`src/rtl/cdb_rr_arbiter.sv`:
```
// Registered round-robin CDB arbiter: one of ALU/LSM/BRA wins per cycle and is broadcast the next cycle.
// Define CDB_BRA_PRIORITY_EN to give BRA absolute priority, with round-robin kept between ALU and LSM.
module cdb_rr_arbiter #(
    parameter int IDX_W   = 5,
    parameter int DATA_W  = 32,
    parameter int ADDR_W  = 32,
    parameter int NO_LOCK = 0
) (
    input  logic              clk,
    input  logic              rst,
    input  logic              flush,
    input  logic              hold,
    input  logic              alu_req,
    output logic              alu_grnt,
    input  logic [IDX_W-1:0]  alu_in_index,
    input  logic [DATA_W-1:0] alu_in_data,
    input  logic              lsm_req,
    output logic              lsm_grnt,
    input  logic [IDX_W-1:0]  lsm_in_index,
    input  logic [DATA_W-1:0] lsm_in_data,
    input  logic [ADDR_W-1:0] lsm_in_addr,
    input  logic              bra_req,
    output logic              bra_grnt,
    input  logic [IDX_W-1:0]  bra_in_index,
    input  logic [DATA_W-1:0] bra_in_data,
    output logic              out_valid,
    output logic [1:0]        out_src,
    output logic              out_is_branch,
    output logic [IDX_W-1:0]  out_index,
    output logic [DATA_W-1:0] out_data,
    output logic [ADDR_W-1:0] out_addr
);

    typedef enum logic [1:0] {
        SRC_NONE = 2'd0,
        SRC_ALU  = 2'd1,
        SRC_LSM  = 2'd2,
        SRC_BRA  = 2'd3
    } src_e;

    typedef struct packed {
        logic [IDX_W-1:0]  index;
        logic [DATA_W-1:0] data;
        logic [ADDR_W-1:0] addr;
    } payload_t;

    localparam logic [IDX_W-1:0] NO_LOCK_IDX = IDX_W'(NO_LOCK);

    src_e     ptr;
    src_e     win;
    payload_t sel;
    logic     blocked;

    assign blocked = rst | flush | hold;

    always_comb begin
        win = SRC_NONE;
        if (!blocked) begin
`ifdef CDB_BRA_PRIORITY_EN
            if (bra_req)
                win = SRC_BRA;
            else if (ptr == SRC_LSM)
                win = lsm_req ? SRC_LSM : (alu_req ? SRC_ALU : SRC_NONE);
            else
                win = alu_req ? SRC_ALU : (lsm_req ? SRC_LSM : SRC_NONE);
`else
            unique case (ptr)
                SRC_LSM: win = lsm_req ? SRC_LSM : bra_req ? SRC_BRA : alu_req ? SRC_ALU : SRC_NONE;
                SRC_BRA: win = bra_req ? SRC_BRA : alu_req ? SRC_ALU : lsm_req ? SRC_LSM : SRC_NONE;
                default: win = alu_req ? SRC_ALU : lsm_req ? SRC_LSM : bra_req ? SRC_BRA : SRC_NONE;
            endcase
`endif
        end
    end

    assign alu_grnt = (win == SRC_ALU);
    assign lsm_grnt = (win == SRC_LSM);
    assign bra_grnt = (win == SRC_BRA);

    // Only the LSM carries an address; everything else broadcasts zero there.
    always_comb begin
        sel = '0;
        unique case (win)
            SRC_ALU: sel = '{index: alu_in_index, data: alu_in_data, addr: '0};
            SRC_LSM: sel = '{index: lsm_in_index, data: lsm_in_data, addr: lsm_in_addr};
            SRC_BRA: sel = '{index: bra_in_index, data: bra_in_data, addr: '0};
            default: sel = '0;
        endcase
    end

    always_ff @(posedge clk) begin
        if (rst) begin
            ptr           <= SRC_ALU;
            out_valid     <= 1'b0;
            out_src       <= SRC_NONE;
            out_is_branch <= 1'b0;
            out_index     <= NO_LOCK_IDX;
            out_data      <= '0;
            out_addr      <= '0;
        end else if (flush) begin
            out_valid     <= 1'b0;
            out_src       <= SRC_NONE;
            out_is_branch <= 1'b0;
            out_index     <= NO_LOCK_IDX;
        end else if (!hold) begin
            if (win != SRC_NONE) begin
                out_valid     <= 1'b1;
                out_src       <= win;
                out_is_branch <= (win == SRC_BRA);
                out_index     <= sel.index;
                out_data      <= sel.data;
                out_addr      <= sel.addr;
`ifdef CDB_BRA_PRIORITY_EN
                // BRA bypasses the rotation, so only ALU/LSM grants move the pointer.
                if (win == SRC_ALU)
                    ptr <= SRC_LSM;
                else if (win == SRC_LSM)
                    ptr <= SRC_ALU;
`else
                unique case (win)
                    SRC_ALU: ptr <= SRC_LSM;
                    SRC_LSM: ptr <= SRC_BRA;
                    default: ptr <= SRC_ALU;
                endcase
`endif
            end else begin
                out_valid     <= 1'b0;
                out_src       <= SRC_NONE;
                out_is_branch <= 1'b0;
                out_index     <= NO_LOCK_IDX;
            end
        end
    end

endmodule

```
`config.mk`:
```
export PLATFORM = sky130hd
export DESIGN_NAME = cdb_rr_arbiter
export DESIGN_NICKNAME = d
export VERILOG_FILES = /design/src/rtl/cdb_rr_arbiter.sv
export SDC_FILE = /design/constraint.sdc
export NUM_CORES = 1
export LEC_CHECK = 0
export ABC_AREA = 1
export CAP_MARGIN = 20
export CELL_PAD_IN_SITES_DETAIL_PLACEMENT = 2
export CELL_PAD_IN_SITES_GLOBAL_PLACEMENT = 2
export CORE_MARGIN = 3
export CORE_UTILIZATION = 17
export CTS_CLUSTER_DIAMETER = 120
export DETAILED_ROUTE_END_ITERATION = 8
export HOLD_SLACK_MARGIN = 0.02
export PLACE_DENSITY = 0.83
export RECOVER_POWER = 50
export SLEW_MARGIN = 15
export SYNTH_ARGS = -nofsm -noshare
export SYNTH_HDL_FRONTEND = slang
export SYNTH_SLANG_ARGS = --single-unit
```
`constraint.sdc`:
```
create_clock -name clk -period 2.8 [get_ports clk]
set_input_delay 0.56 -clock clk [delete_from_list [all_inputs] [get_ports clk]]
set_output_delay 0.56 -clock clk [all_outputs]
set_load 0.01 [all_outputs]
```
==> results.md, run 1 <==
- Number of buffers on the longest clock path: 2
- Setup_tns: 0 ns
- Num CTS Buffers: 9
- Post-CTS repair timing setup buffer count: 0
- Startpoint type of the worst setup path: input port
- Adder-Cell Fraction of Synth Area: 0.0183
- Sequential element share of the synthesized area: 0.439
- Total standard cell area after synthesis: about 3400 µm²
- Min Clock Period, post-route: approximately 2.7 ns
- Worst path setup slack after routing: between 0.09 and 0.1 ns
- Placement-stage cell area: between 6000 and 7000 µm²
- Largest family of logic cells by synthesized area: simple AND/OR/NAND/NOR gates
- Count of final hold-check violations: 0
- Port-buffer cells: 225
- Global-route total usage across every layer: 0.148
- Worst Hold Depth: 2
- Starting density of the core: 0.175
- Number of placement rows: 51
- Die extent in y: between 100 and 150 µm
- Final setup viols: 0
- Iteration count of the initial detailed-routing pass: 4
- Antenna violations before repair: 0
- Post-Synth Simple-Gate Area: 0.367
- Number of synthesized register bits: 75
- Root buffer cell: clkbuf_16
- Dpl ws: -0.295 ns
- Capture point of the worst reg-to-reg path: out_data[13]$_SDFFE_PP0P_
- I/O Pins: roughly 230
- Clock tree from TritonCTS: built
- Source-to-sink clock delay at the later pin of the worst-skew pair: 0.34 ns
- Post-detailed-routing wire length: 16600 µm
- Leakage power of the design: 2.70 nW
- Routed WL per cell: approximately 17 µm
- Number of antenna diodes: 0
- Overall overflow remaining after global route: 0
- Number of hold-repair buffers added at the cts stage: 0
- Slew at the pin with the worst max-slew slack: between 0.4 and 0.5 ns
- Number of synthesis warnings: 0
- Final Net Count: 887
- Die ar.: between 20000 and 25000 µm²
- Clock edge transition at the registers on the reported setup and hold paths: around 0.070 ns
- Worst clock skew: 0.0118 ns
- Mux cell area share after synthesis: 0
- Max Fclk: ~370 MHz
- Proportion of netlist area held by the largest area contributor: 0.439
- Post-detail-place hpwl: ~12000 µm
- Family with the most delay on the worst path: buffers and inverters
- Wire length of the first global-routing pass: 25300 µm
- Most common library cell in the layout ignoring fill and taps: nand2_1
- Max-slew headroom: 0.680
- Leading post-synthesis cells by cell area: dfxtp_1 (44%), nand2_1 (18%), nand3_1 (11%)
- Pins over their slew limit: 0
- Share of post-route cells with drive strength above 1: 0.0638
- Highest fanout seen on the critical path: 3
- Highest-count cells in the layout ignoring fill and taps: nand2_1 (164), clkdlybuf4s50_1 (149), dfxtp_1 (75)
- Vias after detailed routing: 4273
- Weighted congestion reported at the end of routability-driven placement: ~0.71
- Final-layout worst hold slack: approximately 0.46 ns
- Layout-stage area growth over the synthesis result: 85.9%
- Die Width: ~150 µm
- Length in cells of the worst reg-to-reg path: 12
- Mapped Avg Cell Area: ~6.7 µm²
- Area used by multi-input combinational logic: approximately 1700 µm²
- RSZ-0062 raised after global routing: false
- Finished Core Util: 0.325
- Layout Cells excl Fill: 1002
- Netlist cell types: 19
- Via count of the first global-routing pass: ~4.6k
- DRC violations left: 0
- FF/Latch Area: approximately 1500 µm²
- Remaining antenna violation count after routing: 0
- Largest net degree at the start of global routing: 48
- Critical setup path kind: input port to primary output
- Per-cell via count in the routed design: approximately 4.3
- Post-synthesis cell type with the largest combined area: dfxtp_1
- Data arrival at the endpoint of the critical path: approximately 2.2 ns
- Fill cell total of the finished layout: between 2k and 2.5k
- Core Box Area: around 20000 µm²
- Worst hold-check path type: register to register
- Status: finished clean
- Endpoint with the worst hold slack: out_index[4]$_SDFFE_PP0N_
- Placed cell count: 986
- Post-route design area: 6360 µm²
- Number of violations reported at the end of detailed-routing iteration 0: 89
- Xor/xnor share of the synthesized area: 0
- Kind of end point of the critical path: primary output
- Compound-cell area share of the yosys netlist: 0.113
- Internal reg-to-reg setup slack: ~0.78 ns
- Cell Pwr Density: around 420 nW/µm²
- Total clock sinks: 75
- Critical path buffer and inverter count: 5
- Critical path, cell by cell: clkdlybuf4s50_1, nor2_2, buf_4, nand2_1, inv_1, nand3_1, inv_1, ha_2, clkdlybuf4s15_1
- Design Power: around 2.7 mW
- Syn_nets: roughly 670
- Worst vdd ir: 267 µV
- Number of max-cap violations: 0
- Dominant cell type by count on the critical path: inv_1
- Launching point of the worst reg2reg path: ptr[1]$_SDFFE_PP0P_
- Hold_sp: out_index[4]$_SDFFE_PP0N_
- Tcrit/Tclk final: 0.968
- Required time of the worst setup path: approximately 2.2 ns
- Cell with the largest stage delay on the worst path: clkdlybuf4s50_1
- Largest stage delay, worst path: 0.44 ns
- Number of levels in the clock H-tree: 3
- Mapped Cells: between 500 and 600
[cell type report]
type / count / share of cell area
clock buffers: 12 / 0.0403
clock inverters: 4 / 0.00865
inverters: 11 / 0.00669
multi-input cells: 388 / 0.269
flip-flops and latches: 75 / 0.236
well taps: 265 / 0.0521
repair buffers: 247 / 0.387
[sequential cells by signal, indices dropped and copies added, names as in the netlist]
| signal | cells |
|---|---|
| ptr | 2 |
| out_is_branch | 1 |
| out_data | 32 |
| out_src | 2 |
| out_index | 5 |
| out_addr | 32 |
| out_valid | 1 |
[metal layers]
layer  global-route usage  vias up  wire (µm)
met2                0.261      129       8230
met4               0.0342        0        226
met5                    0        -          0
met1                0.171     2038       6910
met3               0.0527       13       1240
li1                     -     2093          -
[worst min-delay path, cell delays in order (launching register included)]
cell	delay [ns]
dfxtp_1	0.31
nand2_1	0.05
a21oi_1	0.05
[Yosys cell counts, drive strengths merged]
cell,n
buf,20
or2,1
a21oi,43
o21ai,34
ha,5
clkinv,2
clkbuf,17
nand2,165
nor2,68
dfxtp,75
nand3,72
inv,9
[cells by family after synthesis]
group                    Yosys count
AO/OA/AOI/OAI                     77
adder cells (fa/ha/maj)            5
buffers and inverters             48
flip-flops                        75
AND/OR/NAND/NOR                  306
[power by group]
group	internal [mW]	switching (mW)	leakage, nW
clock	0.747	0.493	0.150
combinational	0.234	0.127	1.94
sequential	1.08	0.00582	0.605
total	2.06	0.626	2.70
[timing repair]
action | 4_1_cts | 5_1_grt
hold endpoints to repair | 0 | 0
cloned | 0 | 0
pin swaps | 0 | 1
resized for setup | 4 | 7
setup endpoints to repair | 3 | 8
[worst max path at each step]
stage               startpoint                         to  slack [ns]  cells after the start
finish                     rst                   alu_grnt        0.09                      9
global route               rst                   alu_grnt       0.005                      9
CTS                      flush                   lsm_grnt       0.005                      9
detailed placement         rst                   lsm_grnt       -0.29                      9
global placement         flush                   bra_grnt       -0.25                      9
floorplan                  rst  out_addr[21]$_SDFFE_PP0P_        0.53                     12
Note: power is estimated with default switching activity, not from simulation.
==> run 2, diff against run 1 <==
--- a/config.mk
+++ b/config.mk
@@ -9,6 +9,7 @@
 export CAP_MARGIN = 20
 export CELL_PAD_IN_SITES_DETAIL_PLACEMENT = 2
 export CELL_PAD_IN_SITES_GLOBAL_PLACEMENT = 2
+export CORE_ASPECT_RATIO = 0.8
 export CORE_MARGIN = 3
 export CORE_UTILIZATION = 17
 export CTS_CLUSTER_DIAMETER = 120
==> constraint.sdc (replaced) <==
create_clock -name clk -period 2.8 [get_ports clk]
set_input_delay 0.7 -clock clk [delete_from_list [all_inputs] [get_ports clk]]
set_output_delay 0.7 -clock clk [all_outputs]
set_load 0.01 [all_outputs]
==> results.md, run 2 (same netlist as run 1, synthesis figures left out) <==
- Status: finished clean
- Worst vdd ir: ~340 µV
- Worst Hold Depth: 2
- Tcrit/Tclk final: 0.988
- DRC violations left: 0
- Clock Power Share: 0.490
- Worst path setup slack after routing: 0.0323 ns
- Data arrival at the endpoint of the critical path: 2.07 ns
- Power dissipated by switching net loads: about 0.64 mW
- Worst clock skew: 0.0109 ns
- Final Net Count: 885
- Core Box Area: ~19000 µm²
- Max-slew headroom: 0.669
- Largest registers: out_addr (32), out_data (32), out_index (5)
- Length in cells of the worst reg-to-reg path: 13
- Num CTS Buffers: 9
- Capture point of the worst reg-to-reg path: out_data[12]$_SDFFE_PP0P_
- Startpoint type of the worst setup path: input port
- Placement-stage cell area: around 6000 µm²
- Final setup viols: 0
- Cell with the largest stage delay on the worst path: clkdlybuf4s50_1
- Critical setup path kind: input port to primary output
- Largest net degree at the start of global routing: 60
- Cell Pwr Density: approximately 440 nW/µm²
- Power Internal: roughly 2.2 mW
- Required time of the worst setup path: roughly 2.1 ns
- Sequential group share of total power: 0.384
- Per-cell via count in the routed design: approximately 4.3
- Critical path, cell by cell: clkdlybuf4s50_1, or2_2, nand3_2, buf_4, ha_2, clkdlybuf4s15_2
- Highest fanout seen on the critical path: 3
- Total clock sinks: 75
- Iteration count of the initial detailed-routing pass: 4
- Vias after detailed routing: ~4.2k
- Critical path buffer and inverter count: 3
- Number of levels in the clock H-tree: 3
- Wire length of the first global-routing pass: between 20000 and 30000 µm
- Number of cells on the critical path: 6
- Family with the most delay on the worst path: buffers and inverters
- Dpl ws: -0.601 ns
- Fill cell total of the finished layout: around 2.3k
- Launching point of the worst reg2reg path: ptr[1]$_SDFFE_PP0P_
- Post-route design area: 6390 µm²
- Number of buffers on the longest clock path: 2
- CP Capture Point: lsm_grnt
- Layout-stage area growth over the synthesis result: 86.6%
- Number of antenna diodes: 0
- I/O Pins: roughly 230
- Kind of end point of the critical path: primary output
- Source-to-sink clock delay at the later pin of the worst-skew pair: between 0.3 and 0.4 ns
- Share of post-route cells with drive strength above 1: 0.0721
- Antenna violations before repair: 0
- Weighted congestion reported at the end of routability-driven placement: just over 0.7
- Min Clock Period, post-route: between 2 and 3 ns
- Area used by multi-input combinational logic: between 1500 and 2000 µm²
- Number of hold-repair buffers added at the cts stage: 0
- Final-layout worst hold slack: approximately 0.46 ns
- Die Width: about 160 µm
- FF/Latch Area: roughly 1500 µm²
- Slew at the pin with the worst max-slew slack: 0.496 ns
- Critical Path Start: bra_req
- Number of placement rows: 45
- Leakage power of the design: roughly 2.7 nW
- Post-detailed-routing wire length: 16400 µm
- Number of max-cap violations: 0
- Count of final hold-check violations: 0
- Post-detail-place hpwl: 12200 µm
- Setup_tns: 0 ns
- Largest stage delay, worst path: 0.42 ns
- Combinational cell fraction of total power: 0.127
- Most common library cell in the layout ignoring fill and taps: nand2_1
- Max Fclk: ~360 MHz
- Number of violations reported at the end of detailed-routing iteration 0: 110
- Remaining antenna violation count after routing: 0
- Switching power as a share of total power: 0.226
- Die extent in y: about 130 µm
- Design Power: about 2.8 mW
- Clock tree from TritonCTS: built
- RSZ-0062 raised after global routing: true
- Internal reg-to-reg setup slack: roughly 0.83 ns
- Root buffer cell: clkbuf_16
- Starting density of the core: 0.177
- Pins over their slew limit: 0
- Highest-count cells in the layout ignoring fill and taps: nand2_1 (163), clkdlybuf4s50_1 (146), dfxtp_1 (75)
- Die ar.: 21900 µm²
- Clock edge transition at the registers on the reported setup and hold paths: around 0.06 ns
- Port-buffer cells: around 230
- Global-route total usage across every layer: 0.149
- Via count of the first global-routing pass: about 4.6k
- Overall overflow remaining after global route: 0
- Routed WL per cell: approximately 17 µm
- Worst hold-check path type: register to register
## run 2: cell types whose count changed in the layout (fill, tap and decap cells not counted), sizes merged, moves of 2 or more
cell / change
clkinv: +2
clkdlybuf4s50: -3
dlygate4sd2: +3
clkbuf: -5
bufinv: +2
## run 2: worst min path at each step
| stage | from | endpoint | slack [ns] |
|---|---|---|---|
| after floorplan | ptr[1]$_SDFFE_PP0P_ | ptr[1]$_SDFFE_PP0P_ | 0.44 |
| after global placement | out_index[4]$_SDFFE_PP0N_ | out_index[4]$_SDFFE_PP0N_ | 0.44 |
| after detailed placement | out_addr[4]$_SDFFE_PP0P_ | out_addr[4]$_SDFFE_PP0P_ | 0.46 |
| after CTS | out_addr[4]$_SDFFE_PP0P_ | out_addr[4]$_SDFFE_PP0P_ | 0.47 |
| after global routing | out_addr[21]$_SDFFE_PP0P_ | out_addr[21]$_SDFFE_PP0P_ | 0.48 |
| final | out_addr[4]$_SDFFE_PP0P_ | out_addr[4]$_SDFFE_PP0P_ | 0.46 |
## run 2: worst reg2reg max path, cell delays in order, from the launching register on
cell,delay [ns]
dfxtp_1,0.33
inv_1,0.06
nand2_1,0.07
inv_1,0.06
nor2_2,0.11
nand2_2,0.09
inv_2,0.08
ha_2,0.20
buf_4,0.21
buf_12,0.26
nand2_1,0.18
nand3_1,0.10
nor2_1,0.06
nor2_1,0.12
## run 2: layout make-up
| type | instances | area share |
|---|---|---|
| repair buffers | 245 | 0.383 |
| multi-input cells | 388 | 0.270 |
| flip-flops and latches | 75 | 0.235 |
| well taps | 258 | 0.0505 |
| clock buffers | 9 | 0.0353 |
| clock inverters | 7 | 0.0194 |
| inverters | 11 | 0.00666 |
## run 2: stage by stage
step / utilization / instances
finish: 0.330 / 993
global route: 0.330 / 993
CTS: 0.329 / 991
detailed placement: 0.310 / 975
global placement: 0.310 / 975
floorplan: - / 511
## run 2: power by group through the flow
stage	clock network [mW]	registers (mW)	logic, mW
4_1_cts	1.44	1.09	0.370
3_5_place_dp	0	1.11	0.368
6_report	1.38	1.08	0.359
5_1_grt	1.50	1.09	0.392
2_1_floorplan	0	1.11	0.0798
3_3_place_gp	0	1.11	0.363
## run 2: what timing repair did
action,in CTS,in global routing
pin swaps,2,2
resized for setup,17,4
setup buffers,0,2
setup endpoints to repair,3,2
## run 2: layer usage
metal / vias up / GRT usage / wire length [µm]
met5: - / 0 / 0
met4: 0 / 0.0321 / 167
met3: 11 / 0.0620 / 1500
met2: 128 / 0.248 / 7670
met1: 2022 / 0.179 / 7050
li1: 2087 / - / -
